**src/rtl/fft_frame_sched.sv**
```systemverilog
// Frame scheduler for the R2 pipelined FFT back end: ping-pong output banks, bit-reversed scan.
// Optional output pacing (per-index display hold) is enabled by defining FFT_SCHED_PACE_EN.
`timescale 1ns/1ps
module fft_frame_sched #(
  parameter int          WIDTH = 16,
  parameter int          N     = 9,
  parameter logic [15:0] LAT   = 16'd9,
  parameter logic [23:0] HOLD  = 24'd400000
) (
  input  logic                    clk,
  input  logic                    areset,
  input  logic                    din_valid,
  output logic                    fft_en,
  output logic                    wr_en,
  output logic                    wr_bank,
  output logic [N-1:0]            wr_addr,
  output logic                    rd_bank,
  output logic [N-1:0]            rd_addr,
  input  logic signed [WIDTH-1:0] rd_re,
  input  logic signed [WIDTH-1:0] rd_im,
  output logic                    out_valid,
  input  logic                    out_ready,
  output logic [N-1:0]            out_idx,
  output logic signed [WIDTH-1:0] out_re,
  output logic signed [WIDTH-1:0] out_im,
  output logic [1:0]              bank_full,
  output logic                    frame_drop,
  output logic                    frame_done
);

  localparam logic [N-1:0] LAST = '1;

  typedef enum logic [1:0] {R_IDLE, R_ADDR, R_VALID} rd_state_t;

  function automatic logic [N-1:0] bitrev(input logic [N-1:0] a);
    logic [N-1:0] r;
    for (int i = 0; i < N; i++) r[i] = a[N-1-i];
    return r;
  endfunction

  logic [15:0]  lat_cnt;
  logic         primed;
  logic         fire;
  logic [N-1:0] wc;
  logic         keep_r;
  logic         frame_start;
  logic         bank_free;
  logic         frame_keep;
  logic         wr_set;
  logic         wbank_r;
  logic [1:0]   full_r;
  logic [1:0]   full_nxt;

  rd_state_t    state, state_nxt;
  logic [N-1:0] ri, ri_nxt;
  logic         rbank, rbank_nxt;
  logic         rd_clr;

  // Writer: priming, frame admission and bank filling
  assign primed      = (lat_cnt == LAT);
  assign fire        = din_valid & primed & ~areset;
  assign frame_start = fire & (wc == '0);
  // A bank released by the reader in this very cycle is already free for the new frame.
  assign bank_free   = ~full_r[wbank_r] | (rd_clr & (rbank == wbank_r));
  assign frame_keep  = frame_start ? bank_free : keep_r;
  assign wr_set      = wr_en & (wc == LAST);

  assign fft_en     = din_valid;
  assign wr_en      = fire & frame_keep;
  assign wr_addr    = wc;
  assign wr_bank    = wbank_r;
  assign frame_drop = frame_start & ~bank_free;

  always_comb begin
    full_nxt = full_r;
    if (rd_clr) full_nxt[rbank] = 1'b0;
    if (wr_set) full_nxt[wbank_r] = 1'b1;
  end

  always_ff @(posedge clk) begin
    if (areset) begin
      lat_cnt <= '0;
      wc      <= '0;
      keep_r  <= 1'b0;
      wbank_r <= 1'b0;
      full_r  <= '0;
    end else begin
      if (din_valid && !primed) lat_cnt <= lat_cnt + 16'd1;
      if (fire) wc <= wc + 1'b1;
      if (frame_start) keep_r <= bank_free;
      if (wr_set) wbank_r <= ~wbank_r;
      full_r <= full_nxt;
    end
  end

  // Reader: bank selection and bit-reversed scan with valid/ready handoff
`ifdef FFT_SCHED_PACE_EN
  logic [23:0] hcnt;

  always_ff @(posedge clk) begin
    if (areset) begin
      hcnt <= '0;
    end else if (state == R_ADDR) begin
      hcnt <= '0;
    end else if (state == R_VALID && hcnt != HOLD) begin
      hcnt <= hcnt + 24'd1;
    end
  end

  assign out_valid = (state == R_VALID) && (hcnt == HOLD);
`else
  logic [23:0] unused_hold;
  assign unused_hold = HOLD;
  assign out_valid   = (state == R_VALID);
`endif

  assign rd_clr = out_valid & out_ready & (ri == LAST) & ~areset;

  always_comb begin
    state_nxt = state;
    ri_nxt    = ri;
    rbank_nxt = rbank;
    case (state)
      R_IDLE: begin
        if (|full_r) begin
          // Exactly one full: take it. Both full: the bank the writer is not targeting.
          rbank_nxt = (&full_r) ? ~wbank_r : full_r[1];
          ri_nxt    = '0;
          state_nxt = R_ADDR;
        end
      end
      R_ADDR: state_nxt = R_VALID;
      R_VALID: begin
        if (out_valid && out_ready) begin
          if (ri == LAST) begin
            state_nxt = R_IDLE;
          end else begin
            ri_nxt    = ri + 1'b1;
            state_nxt = R_ADDR;
          end
        end
      end
      default: state_nxt = R_IDLE;
    endcase
  end

  always_ff @(posedge clk) begin
    if (areset) begin
      state <= R_IDLE;
      ri    <= '0;
      rbank <= 1'b0;
    end else begin
      state <= state_nxt;
      ri    <= ri_nxt;
      rbank <= rbank_nxt;
    end
  end

  assign rd_bank    = rbank;
  assign rd_addr    = bitrev(ri);
  assign out_idx    = ri;
  assign out_re     = (state == R_VALID) ? rd_re : '0;
  assign out_im     = (state == R_VALID) ? rd_im : '0;
  assign bank_full  = full_r;
  assign frame_done = rd_clr;

endmodule

```
**config.mk**
```make
export PLATFORM = sky130hd
export DESIGN_NAME = fft_frame_sched
export DESIGN_NICKNAME = d
export VERILOG_FILES = /design/src/rtl/fft_frame_sched.sv
export SDC_FILE = /design/constraint.sdc
export NUM_CORES = 1
export LEC_CHECK = 0
export CAP_MARGIN = 20
export CORE_ASPECT_RATIO = 0.7
export CORE_UTILIZATION = 42
export CTS_CLUSTER_SIZE = 28
export DETAILED_ROUTE_END_ITERATION = 8
export PLACE_DENSITY = 0.79
export SLEW_MARGIN = 20
export SYNTH_ARGS = -nofsm -noshare
export SYNTH_HDL_FRONTEND = slang
export SYNTH_SLANG_ARGS = --single-unit
```
**constraint.sdc**
```tcl
create_clock -name clk -period 2.7 [get_ports clk]
set_clock_uncertainty 0.15 [all_clocks]
set_input_delay 0.54 -clock clk [delete_from_list [all_inputs] [get_ports clk]]
set_output_delay 0.54 -clock clk [all_outputs]
set_load 0.02 [all_outputs]
```
==> flow_metrics.env, run 1 <==
export IMPL_ys_flop_type="dfxtp_1"
export IMPL_antenna_found_initial=0
export IMPL_cts_made_buffers=5
export IMPL_hpwl_mm=5.313
export IMPL_crit_path_max_incr_delay_ns=0.35
export IMPL_core_region_area_um2=5340
export IMPL_cts_tree="built"
export IMPL_hp_class="flip-flop to flip-flop"
export IMPL_io_pins=104
export IMPL_grt_pass1_wl_mm=10.91
export IMPL_worst_pin_slew_ns=0.4118
export IMPL_async_flop_share_pct=0
export IMPL_clock_sinks=41
export IMPL_crit_type="flip-flop to output pin"
export IMPL_wl_per_cell_um=14.31
export IMPL_worstSkewPairLatency_ns=0.30
export IMPL_yosys_warnings=0
export IMPL_die_area_um2=5939
export IMPL_routabilityCongestion=0.8283
export IMPL_layout_nets=469
export IMPL_dr_pass1_iters=5
export IMPL_die_w_um=91.69
export IMPL_critPathLaunchType="flip-flop"
export IMPL_crit_path_end_kind="output pin"
export IMPL_root_buffer="clkbuf_8"
export IMPL_max_clock_path_buffers=2
export IMPL_tns_ns=-0.2491
export IMPL_setup_viol=2
export IMPL_drv_slew=0
export IMPL_portBuffers=103
export IMPL_initial_core_util_pct=44.28
export IMPL_post_dp_cell_area_um2=3715
export IMPL_post_route_period_util_pct=106.1
export IMPL_drv_cap=0
export IMPL_drcViolationCount=0
export IMPL_syn_to_final_growth_pct=67.09
export IMPL_pwr_share_seq_pct=49.9
export IMPL_slew_headroom_pct=72.16
export IMPL_rsz0062_at_grt="true"
export IMPL_crit_family="simple AND/OR/NAND/NOR gates"
export IMPL_yosysUniqueCellTypes=43
export IMPL_r2r_end="wr_bank$_SDFFE_PP0P_"
export IMPL_drive_gt1_share_pct=21.08
export IMPL_diodes=0
export IMPL_crit_buf_inv=1
export IMPL_power_frac_clock_pct=41.7
export IMPL_cp_slowest_cell="o311a_4"
export IMPL_crit_reg2reg_launch="out_idx[5]$_SDFFE_PP0P_"
export IMPL_dp_cells=485
export IMPL_ff2ff_setup_slack_ns=0.39
export IMPL_gr_total_overflow=0
export IMPL_via_count=2558
export IMPL_status="finished, violations left"
export IMPL_final_cells=499
export IMPL_netlist_instances=284
export IMPL_switching_power_uw=272.3
export IMPL_path_max_fanout=3
export IMPL_p_comb_share_pct=8.4
export IMPL_dp_slack_ns=-0.6047
export IMPL_grt_pass1_vias=2272
export IMPL_track_usage_pct=23.62
export IMPL_min_period_ns=2.866
export IMPL_clkTransAtPathRegs_ns=0.08
export IMPL_p_sw_share_pct=22.30
export IMPL_grt_max_degree=35
export IMPL_antenna_left=0
export IMPL_crit_start="out_idx[5]$_SDFFE_PP0P_"
export IMPL_crit_path_cell_trace="and3_4, nand2_4, nor2_4, ha_4, nand4b_4, o311a_4, o31ai_4, and2_4, buf_6"
export IMPL_setup_slack_ns=-0.1660
export IMPL_fmax_mhz=348.9
export IMPL_violations="setup timing"
export IMPL_viasPerCell=5.126
export IMPL_fp_row_count=22
export IMPL_ys_seq_area_share_pct=34.71
export IMPL_drt_iter0_drc=155
export IMPL_critical_path_cell_count=9
export IMPL_worstRegToRegCells=11
export IMPL_yosys_register_bits=41
export IMPL_peakVddDrop_v=0.0001848
export IMPL_hold_violations=0
export IMPL_ctsHoldBuffers=0
export IMPL_crit_end="wr_en"
export IMPL_intPower_uw=948.7
export IMPL_crit_arrival_ns=2.18
export IMPL_syn_area_um2=2365
export IMPL_avgSynthCellArea_um2=8.327
export IMPL_synth_enable_flop_cells=0
export IMPL_cp_required_ns=2.01
export IMPL_htree_num_levels=2
export IMPL_die_h_um=64.78
export IMPL_cellPowerDensity_nw_per_um2=309.0
export IMPL_p_leak_uw=0.001794
export IMPL_drt_wl_total_mm=7.141
export IMPL_syn_nets=327
export IMPL_fin_area_um2=3951
==> cell type report <==
class                           instances  area (µm²)
Multi-Input combinational cell        212        1465
Timing Repair Buffer                  155        1413
Fill cell                             397        1389
Sequential cell                        41       827.0
Tap cell                               72       90.09
Clock buffer                            5       68.82
Clock inverter                          3       46.29
Inverter                               11       41.29
==> worst min path at each step <==
stage	startpoint	endpoint	slack (ns)	cells past startpoint
after floorplan	keep_r$_SDFF_PP0_	keep_r$_SDFF_PP0_	0.33	2
after global placement	wr_addr[1]$_SDFFE_PP0P_	wr_addr[1]$_SDFFE_PP0P_	0.33	2
after detailed placement	wr_addr[1]$_SDFFE_PP0P_	wr_addr[1]$_SDFFE_PP0P_	0.34	2
after CTS	wr_addr[1]$_SDFFE_PP0P_	wr_addr[1]$_SDFFE_PP0P_	0.35	2
after global routing	wr_addr[1]$_SDFFE_PP0P_	wr_addr[1]$_SDFFE_PP0P_	0.39	2
final	wr_addr[1]$_SDFFE_PP0P_	wr_addr[1]$_SDFFE_PP0P_	0.35	2
==> cell usage in the layout (no fill, tap or decap), types with 4 or more instances in the layout <==
master	netlist	layout
nor2_1	36	34
nor3_1	13	13
dlymetal6s2s_1	0	7
xnor2_1	21	21
buf_4	10	49
buf_6	1	4
a21oi_1	9	9
clkdlybuf4s50_1	0	68
dfxtp_2	0	5
nand3_1	13	12
dfxtp_1	41	36
nand2_1	23	22
o21ai_0	5	5
clkbuf_8	0	5
nor4_1	11	11
nand4_1	6	6
and2_1	34	33
xor2_1	5	5
inv_1	11	11
dlygate4sd2_1	0	25
ha_1	7	5
==> cell usage after synthesis (2+ instances only) <==
library cell / n / share of area, %
ha_1: 7 / 3.7
inv_1: 11 / 1.7
nor4b_4: 2 / 2.0
a21oi_1: 9 / 1.9
nand4_1: 6 / 1.6
and2_1: 34 / 9.0
buf_4: 10 / 3.2
nor2_1: 36 / 5.7
nor4b_1: 2 / 0.74
nor4_1: 11 / 2.9
clkbuf_1: 6 / 0.95
xor2_1: 5 / 1.9
o311a_1: 2 / 0.85
nand3_1: 13 / 2.8
buf_2: 2 / 0.42
nand2_1: 23 / 3.7
and4_2: 2 / 0.85
o211ai_1: 2 / 0.63
nor3_1: 13 / 2.8
o21ai_0: 5 / 1.1
xnor2_1: 21 / 7.8
dfxtp_1: 41 / 35
==> worst register-to-register path, stage by stage, from the launching register on <==
cell	delay [ns]
dfxtp_2	0.33
and3_4	0.20
nand2_4	0.06
nor2_4	0.12
ha_4	0.15
nand4b_4	0.14
o311a_4	0.35
o31ai_4	0.25
buf_4	0.14
buf_4	0.10
nand4_1	0.12
a21oi_1	0.14
==> cell families after synthesis <==
logic type | count (synthesis) | synth area share [%]
xor+xnor | 26 | 9.630
flops | 41 | 34.71
buf+inv | 31 | 6.984
compound gates | 28 | 8.783
simple gates | 151 | 36.19
fa+ha+maj | 7 | 3.704
==> power by group through the flow <==
stage	clock, µW	sequential [µW]	combinational (µW)
2_1_floorplan	0	625	30.9
3_3_place_gp	0	624	98.2
3_5_place_dp	0	624	100
4_1_cts	514	609	102
5_1_grt	543	610	110
6_report	509	609	102
==> state kept, by name (all words and copies together) (netlist names) <==
register	count
rd_bank	1
wr_addr	9
wr_bank	1
state	2
lat_cnt	16
out_idx	9
bank_full	2
keep_r	1
==> per-layer routing <==
| layer | wire length, µm | share of wire [%] | GRT usage [%] | up-vias |
|---|---|---|---|---|
| li1 | - | - | - | 1255 |
| met1 | 3090 | 43 | 31.28 | 1169 |
| met2 | 3428 | 48 | 37.97 | 125 |
| met3 | 524 | 7.3 | 5.164 | 9 |
| met4 | 97 | 1.4 | 8.333 | 0 |
| met5 | 0 | 0 | 0 | - |
==> stage by stage <==
stage          total power [µW]  util (%)  hold slack (ns)
6_report                   1221     73.99           0.3489
5_1_grt                    1263     73.99           0.3872
4_1_cts                    1225     72.75           0.3520
3_5_place_dp              723.8     69.56           0.3351
3_3_place_gp              721.8     69.56           0.3265
2_1_floorplan             656.0         -           0.3269
==> what timing repair did <==
item,4_1_cts,5_1_grt
setup buffers,2,3
resized for setup,51,14
pin swaps,7,7
cloned,0,1
endpoints found under the setup margin,5,10
No activity file was read; power rests on OpenSTA's default activity.
==> run 2, diff against run 1 <==
--- a/config.mk
+++ b/config.mk
@@ -6,12 +6,13 @@
 export NUM_CORES = 1
 export LEC_CHECK = 0
 export CAP_MARGIN = 20
+export CELL_PAD_IN_SITES_DETAIL_PLACEMENT = 0
+export CELL_PAD_IN_SITES_GLOBAL_PLACEMENT = 1
 export CORE_ASPECT_RATIO = 0.7
-export CORE_UTILIZATION = 42
+export CORE_UTILIZATION = 30
 export CTS_CLUSTER_SIZE = 28
 export DETAILED_ROUTE_END_ITERATION = 8
-export PLACE_DENSITY = 0.79
-export SLEW_MARGIN = 20
+export PLACE_DENSITY = 0.8
 export SYNTH_ARGS = -nofsm -noshare
 export SYNTH_HDL_FRONTEND = slang
 export SYNTH_SLANG_ARGS = --single-unit
==> flow_metrics.env, run 2 (synthesized netlist as in run 1, its figures left out) <==
export IMPL_status="finished, violations left"
export IMPL_violations="setup timing"
export IMPL_cts_tree="built"
export IMPL_crit_family="simple AND/OR/NAND/NOR gates"
export IMPL_dp_cells=513
export IMPL_cp_slowest_cell="o311a_4"
export IMPL_grt_max_degree=35
export IMPL_routabilityCongestion=0.8128
export IMPL_crit_path_end_kind="output pin"
export IMPL_diodes=0
export IMPL_worst_pin_slew_ns=0.3389
export IMPL_core_region_area_um2=7450
export IMPL_htree_num_levels=2
export IMPL_viasPerCell=4.611
export IMPL_min_period_ns=2.852
export IMPL_root_buffer="clkbuf_8"
export IMPL_slew_headroom_pct=77.09
export IMPL_largest_register="lat_cnt"
export IMPL_rsz0062_at_grt="true"
export IMPL_drt_iter0_drc=121
export IMPL_crit_type="flip-flop to output pin"
export IMPL_n_fill_cell=693
export IMPL_io_pins=104
export IMPL_fmax_mhz=350.6
export IMPL_cellPowerDensity_nw_per_um2=275.0
export IMPL_setup_slack_ns=-0.1524
export IMPL_worstSkewPairLatency_ns=0.30
export IMPL_drv_cap=0
export IMPL_peakVddDrop_v=0.0001798
export IMPL_drv_slew=0
export IMPL_crit_path_max_incr_delay_ns=0.35
export IMPL_antenna_left=0
export IMPL_final_common_cell="clkdlybuf4s50_1"
export IMPL_dr_pass1_iters=4
export IMPL_gr_total_overflow=0
export IMPL_cp_required_ns=2.01
export IMPL_die_h_um=76.28
export IMPL_drcViolationCount=0
export IMPL_die_area_um2=8247
export IMPL_clock_sinks=41
export IMPL_portBuffers=103
export IMPL_wl_per_cell_um=12.57
export IMPL_cts_made_buffers=5
export IMPL_die_w_um=108.1
export IMPL_crit_arrival_ns=2.16
export IMPL_p_leak_uw=0.002034
export IMPL_largest_reg_flops=16
export IMPL_critPathLaunchType="flip-flop"
export IMPL_post_route_period_util_pct=105.6
export IMPL_multi_input_area_um2=1473
export IMPL_drive_gt1_share_pct=21.21
export IMPL_post_dp_cell_area_um2=3762
export IMPL_syn_to_final_growth_pct=71.22
export IMPL_hpwl_mm=4.987
export IMPL_fin_area_um2=4049
export IMPL_grt_pass1_vias=2173
export IMPL_track_usage_pct=16.06
export IMPL_crit_path_cell_trace="and3_4, nand2_4, nor2_4, ha_4, nand4b_4, o311a_4, o31ai_4, and2_4, buf_6"
export IMPL_final_cells=527
export IMPL_layout_nets=471
export IMPL_initial_core_util_pct=31.74
export IMPL_fp_row_count=26
export IMPL_crit_buf_inv=1
export IMPL_drt_wl_total_mm=6.623
export IMPL_hp_class="flip-flop to flip-flop"
export IMPL_final_cell_mix="clkdlybuf4s50_1 (68), buf_4 (51), dfxtp_1 (36), nor2_1 (34), and2_1 (33)"
export IMPL_via_count=2430
export IMPL_clkTransAtPathRegs_ns=0.09
export IMPL_grt_pass1_wl_mm=10.55
export IMPL_antenna_found_initial=0
export IMPL_hold_violations=0
export IMPL_seq_area_um2=827.0
export IMPL_setup_viol=2
export IMPL_max_clock_path_buffers=2
export IMPL_path_max_fanout=3
export IMPL_ctsHoldBuffers=0
## run 2: worst reg2reg max path, delay by kind of cell, from the launching register on
family          cells  cell delay, ns
simple gates        5            0.62
flops               1            0.33
buf+inv             3            0.33
compound gates      3            0.74
fa+ha+maj           1            0.15
## run 2: layout make-up
cell class	count	area share [%]
Clock buffer	5	1.700
Tap cell	98	3.028
Multi-Input combinational cell	212	36.37
Clock inverter	3	0.4326
Timing Repair Buffer	157	37.02
Sequential cell	41	20.43
Inverter	11	1.020
## run 2: where the power goes
group | total (µW) | switching, µW | internal (µW)
logic | 102 | 37.2 | 64.5
registers | 609 | 1.92 | 607
clock network | 402 | 224 | 179
total | 1110 | 263 | 850
## run 2: final timing paths
kind                                              start  slack, ns                 endpoint  cells after the start
worst min register to register  wr_addr[8]$_SDFFE_PP0P_       0.37  wr_addr[8]$_SDFFE_PP0P_                      2
worst max register to register  out_idx[5]$_SDFFE_PP0P_       0.31     wr_bank$_SDFFE_PP0P_                     12
worst min-delay path            wr_addr[8]$_SDFFE_PP0P_       0.37  wr_addr[8]$_SDFFE_PP0P_                      2
worst max-delay path            out_idx[5]$_SDFFE_PP0P_      -0.15                    wr_en                      9
## run 2: per-layer routing
metal	GRT usage, %	vias to the layer above	part of all wire [%]
met1	21.73	1084	47
met4	4.110	0	0.80
li1	-	1263	-
met3	3.764	6	6.0
met5	0	-	0
met2	25.41	77	46
## run 2: per-stage QoR
| stage | setup WS [ns] | hold WS (ns) | TNS, ns | total power [µW] | utilization, % |
|---|---|---|---|---|---|
| finish | -0.1524 | 0.3673 | -0.1728 | 1113 | 54.35 |
| global route | -0.2374 | 0.3938 | -0.3559 | 1161 | 54.35 |
| CTS | -0.2358 | 0.3658 | -0.3487 | 1127 | 52.79 |
| detailed placement | -0.5669 | 0.3508 | -1.091 | 724.7 | 50.50 |
| global placement | -0.5467 | 0.3408 | -1.065 | 723.4 | 50.50 |
| floorplan | 0.03429 | 0.3269 | 0 | 656.0 | - |
## run 2: repair_timing
action                                  4_1_cts  5_1_grt
endpoints found under the setup margin       10       28
pin swaps                                    10        6
gates resized for setup                      34       32
cloned                                        0        1
hold endpoints to repair                      0        0
buffers inserted                              3        2
